### src/rtl/ndiag_seq_if.sv
// Bundle between ndiag_seq, the UKF control FSM, the local vector RAM and one bu_ndiag unit.
// The slave modport is the sequencer's view; master is the surrounding system's view.
interface ndiag_seq_if #(
  parameter int ADDR_W = 8
);
  logic              start;
  logic [ADDR_W-1:0] base_addr;
  logic [ADDR_W-1:0] len;
  logic [31:0]       init_accum;
  logic              busy;
  logic              done;
  logic [31:0]       sum;
  logic              ovf;
  logic              unf;
  logic              error;
  logic              rd_en;
  logic [ADDR_W-1:0] rd_addr;
  logic [31:0]       rd_data;
  logic              bu_clk_en;
  logic [31:0]       bu_dataa_mul;
  logic [31:0]       bu_data_b_accum;
  logic              bu_data_in_flag;
  logic [31:0]       bu_result;
  logic              bu_data_available;
  logic              bu_overflow;
  logic              bu_underflow;

  modport slave (
    input  start, base_addr, len, init_accum, rd_data,
           bu_result, bu_data_available, bu_overflow, bu_underflow,
    output busy, done, sum, ovf, unf, error, rd_en, rd_addr,
           bu_clk_en, bu_dataa_mul, bu_data_b_accum, bu_data_in_flag
  );

  modport master (
    output start, base_addr, len, init_accum, rd_data,
           bu_result, bu_data_available, bu_overflow, bu_underflow,
    input  busy, done, sum, ovf, unf, error, rd_en, rd_addr,
           bu_clk_en, bu_dataa_mul, bu_data_b_accum, bu_data_in_flag
  );
endinterface

### src/rtl/ndiag_seq.sv
// Sequencer feeding a vector through one bu_ndiag unit, accumulating a*a into a running sum.
// Optional WAIT watchdog enabled by defining NDIAG_SEQ_TIMEOUT_EN.
module ndiag_seq #(
  parameter int ADDR_W  = 8,
  parameter int LAT     = 11,
  parameter int TIMEOUT = 32
) (
  input logic      clock,
  input logic      aclr,
  ndiag_seq_if.slave io
);
  localparam int DW = $clog2(LAT + 1);

  typedef enum logic [2:0] {S_IDLE, S_READ, S_ISSUE, S_WAIT, S_DONE} state_e;

  state_e            state_q, state_d;
  logic [ADDR_W-1:0] base_q, base_d, len_q, len_d, idx_q, idx_d;
  logic [31:0]       acc_q, acc_d, sum_q, sum_d, mul_q, mul_d, accop_q, accop_d;
  logic              ovf_q, ovf_d, unf_q, unf_d, clken_q;
  logic [DW-1:0]     drain_q, drain_d;
  logic              rd_en, flag, done;

`ifdef NDIAG_SEQ_TIMEOUT_EN
  localparam int WLIM = LAT + TIMEOUT;
  localparam int WW   = $clog2(WLIM + 1);
  logic [WW-1:0] wcnt_q, wcnt_d;
  logic          err_q, err_d;
`endif

  always_comb begin
    state_d = state_q;
    base_d  = base_q;
    len_d   = len_q;
    idx_d   = idx_q;
    acc_d   = acc_q;
    sum_d   = sum_q;
    mul_d   = mul_q;
    accop_d = accop_q;
    ovf_d   = ovf_q;
    unf_d   = unf_q;
    drain_d = (drain_q != '0) ? drain_q - DW'(1) : drain_q;
    rd_en   = 1'b0;
    flag    = 1'b0;
    done    = 1'b0;
`ifdef NDIAG_SEQ_TIMEOUT_EN
    wcnt_d  = wcnt_q;
    err_d   = err_q;
`endif
    unique case (state_q)
      S_IDLE: begin
        // start is held off until stale unit outputs have drained after reset
        if (io.start && drain_q == '0) begin
          base_d  = io.base_addr;
          len_d   = io.len;
          acc_d   = io.init_accum;
          idx_d   = '0;
          ovf_d   = 1'b0;
          unf_d   = 1'b0;
          sum_d   = '0;
`ifdef NDIAG_SEQ_TIMEOUT_EN
          err_d   = 1'b0;
`endif
          state_d = (io.len == '0) ? S_DONE : S_READ;
        end
      end
      S_READ: begin
        rd_en   = 1'b1;
        state_d = S_ISSUE;
      end
      S_ISSUE: begin
        flag    = 1'b1;
        mul_d   = io.rd_data;
        accop_d = acc_q;
`ifdef NDIAG_SEQ_TIMEOUT_EN
        wcnt_d  = '0;
`endif
        state_d = S_WAIT;
      end
      S_WAIT: begin
        if (io.bu_data_available) begin
          acc_d   = io.bu_result;
          ovf_d   = ovf_q | io.bu_overflow;
          unf_d   = unf_q | io.bu_underflow;
          idx_d   = idx_q + ADDR_W'(1);
          state_d = (idx_q + ADDR_W'(1) == len_q) ? S_DONE : S_READ;
        end
`ifdef NDIAG_SEQ_TIMEOUT_EN
        else if (wcnt_q == WW'(WLIM - 1)) begin
          err_d   = 1'b1;
          state_d = S_DONE;
        end else begin
          wcnt_d  = wcnt_q + WW'(1);
        end
`endif
      end
      S_DONE: begin
        done    = 1'b1;
        state_d = S_IDLE;
      end
      default: state_d = S_IDLE;
    endcase
    // sum is loaded on DONE entry so it is already valid during the done pulse
    if (state_d == S_DONE) sum_d = acc_d;
  end

  always_ff @(posedge clock or posedge aclr) begin
    if (aclr) begin
      state_q <= S_IDLE;
      base_q  <= '0;
      len_q   <= '0;
      idx_q   <= '0;
      acc_q   <= '0;
      sum_q   <= '0;
      mul_q   <= '0;
      accop_q <= '0;
      ovf_q   <= 1'b0;
      unf_q   <= 1'b0;
      clken_q <= 1'b0;
      drain_q <= DW'(LAT);
    end else begin
      state_q <= state_d;
      base_q  <= base_d;
      len_q   <= len_d;
      idx_q   <= idx_d;
      acc_q   <= acc_d;
      sum_q   <= sum_d;
      mul_q   <= mul_d;
      accop_q <= accop_d;
      ovf_q   <= ovf_d;
      unf_q   <= unf_d;
      clken_q <= 1'b1;
      drain_q <= drain_d;
    end
  end

`ifdef NDIAG_SEQ_TIMEOUT_EN
  always_ff @(posedge clock or posedge aclr) begin
    if (aclr) begin
      wcnt_q <= '0;
      err_q  <= 1'b0;
    end else begin
      wcnt_q <= wcnt_d;
      err_q  <= err_d;
    end
  end
  assign io.error = err_q;
`else
  assign io.error = 1'b0;
`endif

  assign io.busy            = (state_q != S_IDLE);
  assign io.done            = done;
  assign io.sum             = sum_q;
  assign io.ovf             = ovf_q;
  assign io.unf             = unf_q;
  assign io.rd_en           = rd_en;
  assign io.rd_addr         = base_q + idx_q;
  assign io.bu_clk_en       = clken_q;
  assign io.bu_data_in_flag = flag;
  // operands follow the RAM word during ISSUE and hold it afterwards
  assign io.bu_dataa_mul    = flag ? io.rd_data : mul_q;
  assign io.bu_data_b_accum = flag ? acc_q : accop_q;
endmodule

### src/flat_wrapper.sv
// flat-port wrapper written by rule: the top's interface ports become plain ports
module ndiag_seq_flat 
#(
  parameter int ADDR_W  = 8,
  parameter int LAT     = 11,
  parameter int TIMEOUT = 32
)
  (clock, aclr, io_start, io_base_addr, io_len, io_init_accum, io_rd_data, io_bu_result, io_bu_data_available, io_bu_overflow, io_bu_underflow, io_busy, io_done, io_sum, io_ovf, io_unf, io_error, io_rd_en, io_rd_addr, io_bu_clk_en, io_bu_dataa_mul, io_bu_data_b_accum, io_bu_data_in_flag);
  ndiag_seq_if #(.ADDR_W(ADDR_W)) io_i ();
  input logic clock;
  input logic aclr;
  input wire logic [$bits(io_i.start)-1:0] io_start;
  input wire logic [$bits(io_i.base_addr)-1:0] io_base_addr;
  input wire logic [$bits(io_i.len)-1:0] io_len;
  input wire logic [$bits(io_i.init_accum)-1:0] io_init_accum;
  input wire logic [$bits(io_i.rd_data)-1:0] io_rd_data;
  input wire logic [$bits(io_i.bu_result)-1:0] io_bu_result;
  input wire logic [$bits(io_i.bu_data_available)-1:0] io_bu_data_available;
  input wire logic [$bits(io_i.bu_overflow)-1:0] io_bu_overflow;
  input wire logic [$bits(io_i.bu_underflow)-1:0] io_bu_underflow;
  output wire logic [$bits(io_i.busy)-1:0] io_busy;
  output wire logic [$bits(io_i.done)-1:0] io_done;
  output wire logic [$bits(io_i.sum)-1:0] io_sum;
  output wire logic [$bits(io_i.ovf)-1:0] io_ovf;
  output wire logic [$bits(io_i.unf)-1:0] io_unf;
  output wire logic [$bits(io_i.error)-1:0] io_error;
  output wire logic [$bits(io_i.rd_en)-1:0] io_rd_en;
  output wire logic [$bits(io_i.rd_addr)-1:0] io_rd_addr;
  output wire logic [$bits(io_i.bu_clk_en)-1:0] io_bu_clk_en;
  output wire logic [$bits(io_i.bu_dataa_mul)-1:0] io_bu_dataa_mul;
  output wire logic [$bits(io_i.bu_data_b_accum)-1:0] io_bu_data_b_accum;
  output wire logic [$bits(io_i.bu_data_in_flag)-1:0] io_bu_data_in_flag;
  assign io_i.start = io_start;
  assign io_i.base_addr = io_base_addr;
  assign io_i.len = io_len;
  assign io_i.init_accum = io_init_accum;
  assign io_i.rd_data = io_rd_data;
  assign io_i.bu_result = io_bu_result;
  assign io_i.bu_data_available = io_bu_data_available;
  assign io_i.bu_overflow = io_bu_overflow;
  assign io_i.bu_underflow = io_bu_underflow;
  assign io_busy = io_i.busy;
  assign io_done = io_i.done;
  assign io_sum = io_i.sum;
  assign io_ovf = io_i.ovf;
  assign io_unf = io_i.unf;
  assign io_error = io_i.error;
  assign io_rd_en = io_i.rd_en;
  assign io_rd_addr = io_i.rd_addr;
  assign io_bu_clk_en = io_i.bu_clk_en;
  assign io_bu_dataa_mul = io_i.bu_dataa_mul;
  assign io_bu_data_b_accum = io_i.bu_data_b_accum;
  assign io_bu_data_in_flag = io_i.bu_data_in_flag;
  ndiag_seq #(.ADDR_W(ADDR_W), .LAT(LAT), .TIMEOUT(TIMEOUT)) u_core (.clock(clock), .aclr(aclr), .io(io_i));
endmodule
### config.mk
export PLATFORM = sky130hd
export DESIGN_NAME = ndiag_seq_flat
export DESIGN_NICKNAME = d
export VERILOG_FILES = /design/src/rtl/ndiag_seq_if.sv /design/src/rtl/ndiag_seq.sv /design/src/flat_wrapper.sv
export SDC_FILE = /design/constraint.sdc
export NUM_CORES = 1
export LEC_CHECK = 0
export ABC_AREA = 0
export ABC_CLOCK_PERIOD_IN_PS = 4600
export BUFFER_PORTS_ARGS = -buffer_cell sky130_fd_sc_hd__buf_2
export CAP_MARGIN = 10
export CORE_ASPECT_RATIO = 1.2
export CORE_UTILIZATION = 46
export CTS_CLUSTER_SIZE = 20
export DETAILED_ROUTE_END_ITERATION = 10
export PLACE_DENSITY = 0.76
export SYNTH_ARGS = -nofsm -noshare
export SYNTH_HDL_FRONTEND = slang
export SYNTH_SLANG_ARGS = --single-unit
### constraint.sdc
create_clock -name clock -period 4.6 [get_ports clock]
set_clock_uncertainty 0.1 [all_clocks]
set_input_delay 0 -clock clock [delete_from_list [all_inputs] [get_ports clock]]
set_output_delay 0 -clock clock [all_outputs]
set_load 0.05 [all_outputs]
==> results of run 1 <==
[cells in the final DEF, fill, tap and decap left out, types with 4 or more instances in the layout]
master,instances
o21ai_1,7
nor2_1,9
nor3_1,4
nand2_1,147
a21bo_1,32
o21ai_0,13
clkinv_4,4
a22oi_1,32
buf_4,7
dfrtp_1,159
clkbuf_16,17
mux2_2,64
ha_1,10
buf_2,228
xor2_1,5
a21oi_1,10
nand2b_1,9
nand3_1,7
clkbuf_8,4
inv_1,11
xnor2_1,10
dlygate4sd3_1,116
[cells by family (layout without fill, tap and decap cells)]
family                     count (synthesis)  count (layout)  share of synthesized area [%]
adders and majority gates                 12              12                           2.21
and+or+nand+nor                          201             201                           12.6
other                                      2               2                          0.106
DFF                                      162             162                           57.5
AOI/OAI and AO/OA                        110             110                           12.2
buffers and inverters                     48             395                           3.22
xor gates and xnor gates                  15              15                           1.86
muxes                                     65              65                           10.3
[through the flow]
stage               worst slack [ns]  instances  hold WS, ns  utilization, %  total power [mW]
finish                          1.36       1166       0.0618            67.6              8.24
global route                    1.11       1166       0.0891            67.6              8.65
CTS                             1.45       1166       0.0341            67.6              8.24
detailed placement              2.00       1018      -0.0568            55.6              6.57
global placement                2.05       1018      -0.0608            55.6              6.50
floorplan                      0.128        615       0.0125               -              5.64
[worst paths after layout]
path | endpoint | slack (ns) | cells after the start
worst min register to register | u_core.base_q[6] | 0.38 | 2
worst max register to register | u_core.io.sum[6] | 1.36 | 10
worst max-delay path | u_core.io.sum[6] | 1.36 | 10
min in group clock | u_core.base_q[5] | 0.21 | 4
worst min-delay path | u_core.accop_q[28] | 0.06 | 3
max in group asynchronous | u_core.mul_q[12] | 3.26 | 4
[tightest hold or removal path: cells and delay by family]
family                 cells  cell delay (ns)
buffers and inverters      3             1.00
[flip-flops by register name, indices dropped and copies added (netlist names), 3 cells and up]
name            flops
u_core.accop_q     32
u_core.idx_q        8
u_core.acc_q       32
u_core.base_q       8
u_core.mul_q       32
u_core.state_q      3
u_core.drain_q      4
u_core.io.sum      32
u_core.len_q        8
[layer usage]
layer,wire length [um],GRT usage (%),vias to the layer above
met5,0,0,-
met4,651,12.0,0
met3,820,5.76,52
met2,9960,43.1,203
met1,7620,28.7,2937
li1,-,-,2765
[layout make-up]
class	count	area, sq um
Tap cell	204	255
Sequential cell	162	4060
Fill cell	1128	4870
Inverter	12	50.0
Timing Repair Buffer	351	2350
Clock inverter	10	149
Clock buffer	22	484
Multi-Input combinational cell	405	2800
[power by group]
part	switching [mW]	total (mW)	internal, mW
registers	0.291	2.31	2.02
logic	3.15	4.44	1.29
clock network	0.574	1.49	0.917
total	4.02	8.24	4.22
[repair_timing]
| action | 4_1_cts | 5_1_grt |
|---|---|---|
| setup endpoints to repair | 0 | 0 |
| hold buffers | 116 | 0 |
| gates resized for setup | 0 | 0 |
| endpoints found under the hold margin | 160 | 0 |
==> impl_metrics.ini, run 1 <==
[status]
status = complete, no violations

[floorplanning]
num_rows = 49
die_w_um = 115
initial_core_util_pct = 47.0
dieArea_sq_um = 15900
core_area_sq_um = 15000
die_y_um = 138
pin_count = 230

[clock_network]
cts_inserted_buffers = 17
clkSinkCount = 162
cts_tree = done
clkTransAtPathRegs_ns = 0.06
htree_levels = 4
clockBufferDepth = 2
cts_setup_buffers = 0
clock_latency_ns = 0.42
cts-root-buf = clkbuf_16

[setup_path]
worst-path-max-fanout = 39
critPathTopFamily = simple AND/OR/NAND/NOR gates
path_class = reg -> reg
cp-start-kind = register
arrival_ns = 3.49
crit_required_ns = 4.85
slowest_delay_ns = 0.76
worst_setup_path_end_kind = register
cp_slowest_cell = and3_2
startpoint = u_core.drain_q[1]
path_buf_inv = 3
crit_chain = inv_1 > ha_1 > nand2b_1 > nor2_1 > and3_2 > buf_4 > a22oi_1 > dlygate4sd3_1 > nand2_1 > a21bo_1
r2r-start = u_core.drain_q[1]

[timing]
rsz0062_at_grt = false
finalMaxSlewViolations = 0
finalHoldViolCount = 0
fin_crit_ns = 3.24
tns_ns = 0
setup_viol = 0
worstMarginPinSlew_ns = 1.00
slew_headroom_pct = 33.0
min_period_over_period_pct = 70.3
fmax_mhz = 309

[global_route]
grt_max_degree = 60
grtUsageTotal_pct = 24.8
grt_pass1_vias = 5960
antenna_found_initial = 0
grt_pass1_wl_um = 29500
overflow = 0

[routing]
routedWlPerCell_um = 16.3
vias = 5957
routed_wl_um = 19100
antenna_left = 0
dr.pass1.iters = 5
viasPerCell = 5.11
drt-initial-drc-count = 237
drc = 0

[synthesis]
synth_commonest_cells = dfrtp_1, nand2_1, mux2_2
synth.avg_cell_area_sq_um = 11.5
synth_enable_flop_cells = 0
synth-seq-area-share_pct = 57.5
syn_inst = 615
syn-cell-area_sq_um = 7060
synthTopCellsByArea = dfrtp_1, mux2_2, nand2_1
synth.largest_area_cell = dfrtp_1
ys.flop_type = dfrtp_1
synth_most_common_cell = dfrtp_1
synth_top_area_share_pct = 56.3
yosysWarnings = 0
syn_nets = 744
ys_seq_elements = 162
synth_cell_types = 50
async_flop_share_pct = 100

[final_layout]
layout.nets = 1078
stdcell_area_sq_um = 10200
num_antenna_cells = 0
areaGrowthSynthToFinish_pct = 43.7
drive_gt1_share_pct = 36.1

[power_and_ir_drop]
p_leak_nw = 5.29
ir_worst_vdd_mv = 0.592
p_per_area_nw_per_um2 = 812

[placed_design]
place_congestion = 0.812
dpl_cell_area_sq_um = 8360
dp_hpwl_um = 11700
port_buffers = 228

[hold_path]
hold_path.class = in -> async

[flow_run]
max-cap-violations = 0
No activity file was read; power rests on OpenSTA's default activity.
==> inputs of run 2 (changes only) <==
--- a/config.mk
+++ b/config.mk
@@ -5,15 +5,15 @@
 export SDC_FILE = /design/constraint.sdc
 export NUM_CORES = 1
 export LEC_CHECK = 0
-export ABC_AREA = 0
-export ABC_CLOCK_PERIOD_IN_PS = 4600
+export ABC_AREA = 1
+export ABC_CLOCK_PERIOD_IN_PS = 3200
 export BUFFER_PORTS_ARGS = -buffer_cell sky130_fd_sc_hd__buf_2
 export CAP_MARGIN = 10
 export CORE_ASPECT_RATIO = 1.2
-export CORE_UTILIZATION = 46
+export CORE_UTILIZATION = 51
 export CTS_CLUSTER_SIZE = 20
 export DETAILED_ROUTE_END_ITERATION = 10
-export PLACE_DENSITY = 0.76
+export PLACE_DENSITY = 0.8
 export SYNTH_ARGS = -nofsm -noshare
 export SYNTH_HDL_FRONTEND = slang
 export SYNTH_SLANG_ARGS = --single-unit
==> constraint.sdc (replaced) <==
create_clock -name clock -period 3.2 [get_ports clock]
set_clock_uncertainty 0.1 [all_clocks]
set_input_delay 0 -clock clock [delete_from_list [all_inputs] [get_ports clock]]
set_output_delay 0 -clock clock [all_outputs]
set_load 0.05 [all_outputs]
==> impl_metrics.ini, run 2 <==
[final_layout]
num_antenna_cells = 0
final_cells = 1322
stdcell_area_sq_um = 10100
areaGrowthSynthToFinish_pct = 42.5
fin_util_pct = 75.3
layout.nets = 1270
final_common_cell = nand2_1
final_cell_mix = nand2_1, buf_2, dfrtp_1
drive_gt1_share_pct = 25.0

[routing]
drt-initial-drc-count = 514
met3WireLength_um = 1900
routedWlPerCell_um = 17.2
wl_met2_um = 11400
antenna_left = 0
top_layer = met4
vias = 7043
drc = 0
dr.pass1.iters = 5
met1Wirelength_um = 8560
viasPerCell = 5.33
routed_wl_um = 22700

[synthesis]
synth_cell_types = 33
async_flop_share_pct = 100
ys.flop_type = dfrtp_1
synth_xor_area_share_pct = 1.36
syn_inst = 806
synth_enable_flop_cells = 0
muxShareOfSynthArea_pct = 0.159
synth_top_area_share_pct = 56.2
synth.largest_area_cell = dfrtp_1
synth-seq-area-share_pct = 57.3
synth_top_family_by_area = simple AND/OR/NAND/NOR gates
synth_most_common_cell = nand2_1
synth-compound-area-share_pct = 8.09
synth_commonest_cells = nand2_1, dfrtp_1, inv_1
ys_seq_elements = 162
synth.avg_cell_area_sq_um = 8.79
syn-cell-area_sq_um = 7080
synthSimpleGateAreaFrac_pct = 24.2
synth_fa_ha_area_share_pct = 2.05
synthTopCellsByArea = dfrtp_1, nand2_1, inv_1
yosysWarnings = 0
syn_nets = 935

[placed_design]
place_congestion = 0.858
dp.cells = 1174
dp_hpwl_um = 13100
dpl_cell_area_sq_um = 8360
preCtsSetupSlack_ns = 0.833
port_buffers = 228

[power_and_ir_drop]
p_per_area_nw_per_um2 = 1230
ir_worst_vdd_mv = 1.13
power_mw = 12.4
p_leak_nw = 5.39

[timing]
tns_ns = 0
finalMaxSlewViolations = 0
worstMarginPinSlew_ns = 1.13
hold_ws_ns = 0.149
setup_viol = 0
slew_headroom_pct = 24.6
fin_crit_ns = 2.93
fmax_mhz = 341
min_period_over_period_pct = 91.6
finalHoldViolCount = 0
layout_setup_ws_ns = 0.269
rsz0062_at_grt = false

[setup_path]
worst_setup_path_end_kind = register
path_buf_inv = 4
crit_required_ns = 3.42
path_common_cell = nand2_1
critPathTopFamily = buffers and inverters
slowest_delay_ns = 0.62
cp-start-kind = register
worst-path-max-fanout = 25
crit_chain = inv_1 > ha_1 > nand2_1 > nor2_1 > nand2_1 > buf_4 > inv_1 > nand2_1 > o211ai_1 > dlygate4sd3_1 > nand2_1 > nand2_1
cp_slowest_cell = dlygate4sd3_1
arrival_ns = 3.15
path_class = reg -> reg

[floorplanning]
core_area_sq_um = 13400
die_w_um = 110
pin_count = 230
dieArea_sq_um = 14400
num_rows = 46
initial_core_util_pct = 52.8
die_y_um = 131

[flow_run]
max-cap-violations = 0

[clock_network]
cts_setup_buffers = 0
clkSinkCount = 162
cts_tree = done
clkTransAtPathRegs_ns = 0.06
clock_latency_ns = 0.43
cts-root-buf = clkbuf_16
cts_inserted_buffers = 17
clockBufferDepth = 2
htree_levels = 4

[global_route]
grt_pass1_vias = 7219
overflow = 0
grt_pass1_wl_um = 34900
grt_max_degree = 73
antenna_found_initial = 0
grtUsageTotal_pct = 32.4

[status]
status = complete, no violations

[hold_path]
hold_path.class = in -> async
==> run 2: cell families after synthesis <==
| group | after synthesis |
|---|---|
| AO/OA/AOI/OAI | 96 |
| XOR/XNOR | 11 |
| adder cells (fa/ha/maj) | 11 |
| buffers and inverters | 113 |
| flip-flops | 162 |
| multiplexers | 1 |
| other | 2 |
| AND/OR/NAND/NOR | 410 |
==> run 2: worst min-delay path, stage by stage <==
cell and delay [ns]:
dlygate4sd3_1 0.53, buf_2 0.13, clkinvlp_4 0.49
==> run 2: metal layers <==
| layer | global-route usage, % | up-vias |
|---|---|---|
| met3 | 8.28 | 65 |
| met4 | 16.1 | 0 |
| met2 | 56.1 | 355 |
| met5 | 0 | - |
| li1 | - | 3257 |
| met1 | 36.1 | 3366 |
==> run 2: final timing paths <==
kind | start | to | slack (ns) | depth (start not counted)
worst max-delay path | u_core.drain_q[0] | u_core.io.sum[10] | 0.27 | 12
worst min-delay path | aclr | u_core.mul_q[3] | 0.15 | 3
worst max register to register | u_core.drain_q[0] | u_core.io.sum[10] | 0.27 | 12
worst min register to register | u_core.mul_q[29] | u_core.mul_q[29] | 0.37 | 2
max in group asynchronous | aclr | u_core.drain_q[3] | 2.04 | 4
min in group clock | io_start | u_core.len_q[2] | 0.15 | 6
==> run 2: layout make-up <==
class	count	area, sq um
clock buffer	23	468
clock inverter	9	108
fill	891	3320
inverter	73	278
multi-input combinational	531	2560
sequential	162	4060
tap	168	210
timing repair buffer	356	2420
==> run 2: where the power goes <==
part	leakage (nW)	internal [mW]	switching [mW]	total, mW
Combinational	3.06	1.81	5.25	7.06
Clock	0.277	1.19	0.802	1.99
Sequential	2.06	2.91	0.410	3.33
==> run 2: what timing repair did <==
| action | CTS | global route |
|---|---|---|
| gates resized for setup | 0 | 0 |
| hold endpoints to repair | 151 | 0 |
| hold buffers | 116 | 0 |
==> inputs of run 3 (changes only) <==
==> constraint.sdc (replaced) <==
create_clock -name clock -period 3.2 [get_ports clock]
set_clock_uncertainty 0.1 [all_clocks]
set_input_delay 0 -clock clock [delete_from_list [all_inputs] [get_ports clock]]
set_output_delay 0 -clock clock [all_outputs]
set_load 0.01 [all_outputs]
==> impl_metrics.ini, run 3 (synthesized netlist as in run 2, its figures left out) <==
[status]
status = complete, no violations

[clock_network]
cts_inserted_buffers = 17
clock_latency_ns = 0.43
cts_resized = 0
cts-root-buf = clkbuf_16
cts_tree = done
clkTransAtPathRegs_ns = 0.06
holdBufCountCts = 116
htree_levels = 4
clockBufferDepth = 2
clkSinkCount = 162
cts_setup_buffers = 0

[final_layout]
final_cells = 1322
fin_util_pct = 75.8
num_antenna_cells = 0
multiInputGateArea_sq_um = 2560
layout.nets = 1270
register_area_sq_um = 4060
areaGrowthSynthToFinish_pct = 43.5
final_cell_mix = nand2_1, buf_2, dfrtp_1
n_fill_cell = 866
drive_gt1_share_pct = 25.3
final_common_cell = nand2_1

[setup_path]
worst_setup_path_end_kind = register
crit_required_ns = 3.47
reg2reg_slack_ns = 0.26
worst-path-max-fanout = 38
cp-start-kind = register
arrival_ns = 3.20
path_class = reg -> reg

[floorplanning]
die_w_um = 110
die_y_um = 131
pin_count = 230
core_area_sq_um = 13400
initial_core_util_pct = 52.8
num_rows = 46
dieArea_sq_um = 14400

[timing]
tns_ns = 0
min_period_over_period_pct = 91.8
setup_viol = 0
slew_headroom_pct = 48.5
fin_crit_ns = 2.94
fmax_mhz = 340
finalMaxSlewViolations = 0
worstMarginPinSlew_ns = 0.772
hold_ws_ns = 0.120
finalHoldViolCount = 0
rsz0062_at_grt = false

[power_and_ir_drop]
ir_worst_vdd_mv = 0.608
pwr-share-clk_pct = 22.4
power_mw = 10.0
netSwitchingPower_mw = 3.92
internal_power_mw = 6.12
p_per_area_nw_per_um2 = 987
pwr-share-comb_pct = 44.5
power_frac_seq_pct = 33.2
p_sw_share_pct = 39.0
p_leak_nw = 5.44

[global_route]
grt_max_degree = 74
grt_pass1_wl_um = 33700
overflow = 0
grtUsageTotal_pct = 30.5
antenna_found_initial = 0
grt_pass1_vias = 6967

[flow_run]
max-cap-violations = 0

[hold_path]
hold_path.class = in -> reg

[routing]
routedWlPerCell_um = 16.2
vias = 6850
dr.pass1.iters = 5
drc = 0
viasPerCell = 5.18
drt-initial-drc-count = 315
antenna_left = 0
routed_wl_um = 21400

[placed_design]
dp_hpwl_um = 12800
dp.cells = 1174
port_buffers = 228
place_congestion = 0.844
[run 3: power by group through the flow]
stage / logic, mW / registers, mW / clock network, mW
after global placement: 3.78 / 3.29 / 0
final: 4.46 / 3.33 / 2.24
after global routing: 4.97 / 3.40 / 2.34
after detailed placement: 3.86 / 3.32 / 0
after CTS: 4.37 / 3.30 / 2.26
after floorplan: 2.39 / 3.30 / 0
[run 3: critical path: stages (launching register included)]
cell and delay, ns:
dfstp_2 0.55, inv_1 0.06, ha_1 0.20, nand2_1 0.13
nor2_1 0.06, nand2_1 0.05, buf_4 0.24, nand2_1 0.14
buf_4 0.30, o211ai_1 0.26, dlygate4sd3_1 0.63, nand2_1 0.06
nand2_1 0.07
[run 3: path summary, 6_finish.rpt]
path	from	to	cells after the start
max in group asynchronous	aclr	u_core.io.sum[15]	4
max reg2reg	u_core.drain_q[0]	u_core.io.sum[5]	12
min reg2reg	u_core.mul_q[3]	u_core.mul_q[3]	2
min in group asynchronous	aclr	u_core.mul_q[1]	3
min	io_start	u_core.len_q[2]	6
max	u_core.drain_q[0]	u_core.io.sum[5]	12
[run 3: metal layers]
metal / part of all wire, % / track usage, % / up-vias
li1: - / - / 3258
met4: 2.6 / 13.0 / 0
met5: 0 / 0 / -
met2: 50 / 52.6 / 304
met3: 7.9 / 8.53 / 49
met1: 40 / 34.9 / 3239
[run 3: stage by stage]
| step | area, sq um | worst slack, ns |
|---|---|---|
| 4_1_cts | 10200 | 0.255 |
| 5_1_grt | 10200 | 0.0363 |
| 3_5_place_dp | 8360 | 0.788 |
| 3_3_place_gp | 8360 | 0.850 |
| 6_report | 10200 | 0.262 |
| 2_1_floorplan | 7090 | 1.05 |
[run 3: area by class of cell]
type | count | share of cell area, %
flip-flops and latches | 162 | 39.9
multi-input cells | 531 | 25.1
repair buffers | 356 | 23.8
clock buffers | 18 | 4.32
inverters | 73 | 2.73
clock inverters | 14 | 2.07
well taps | 168 | 2.07
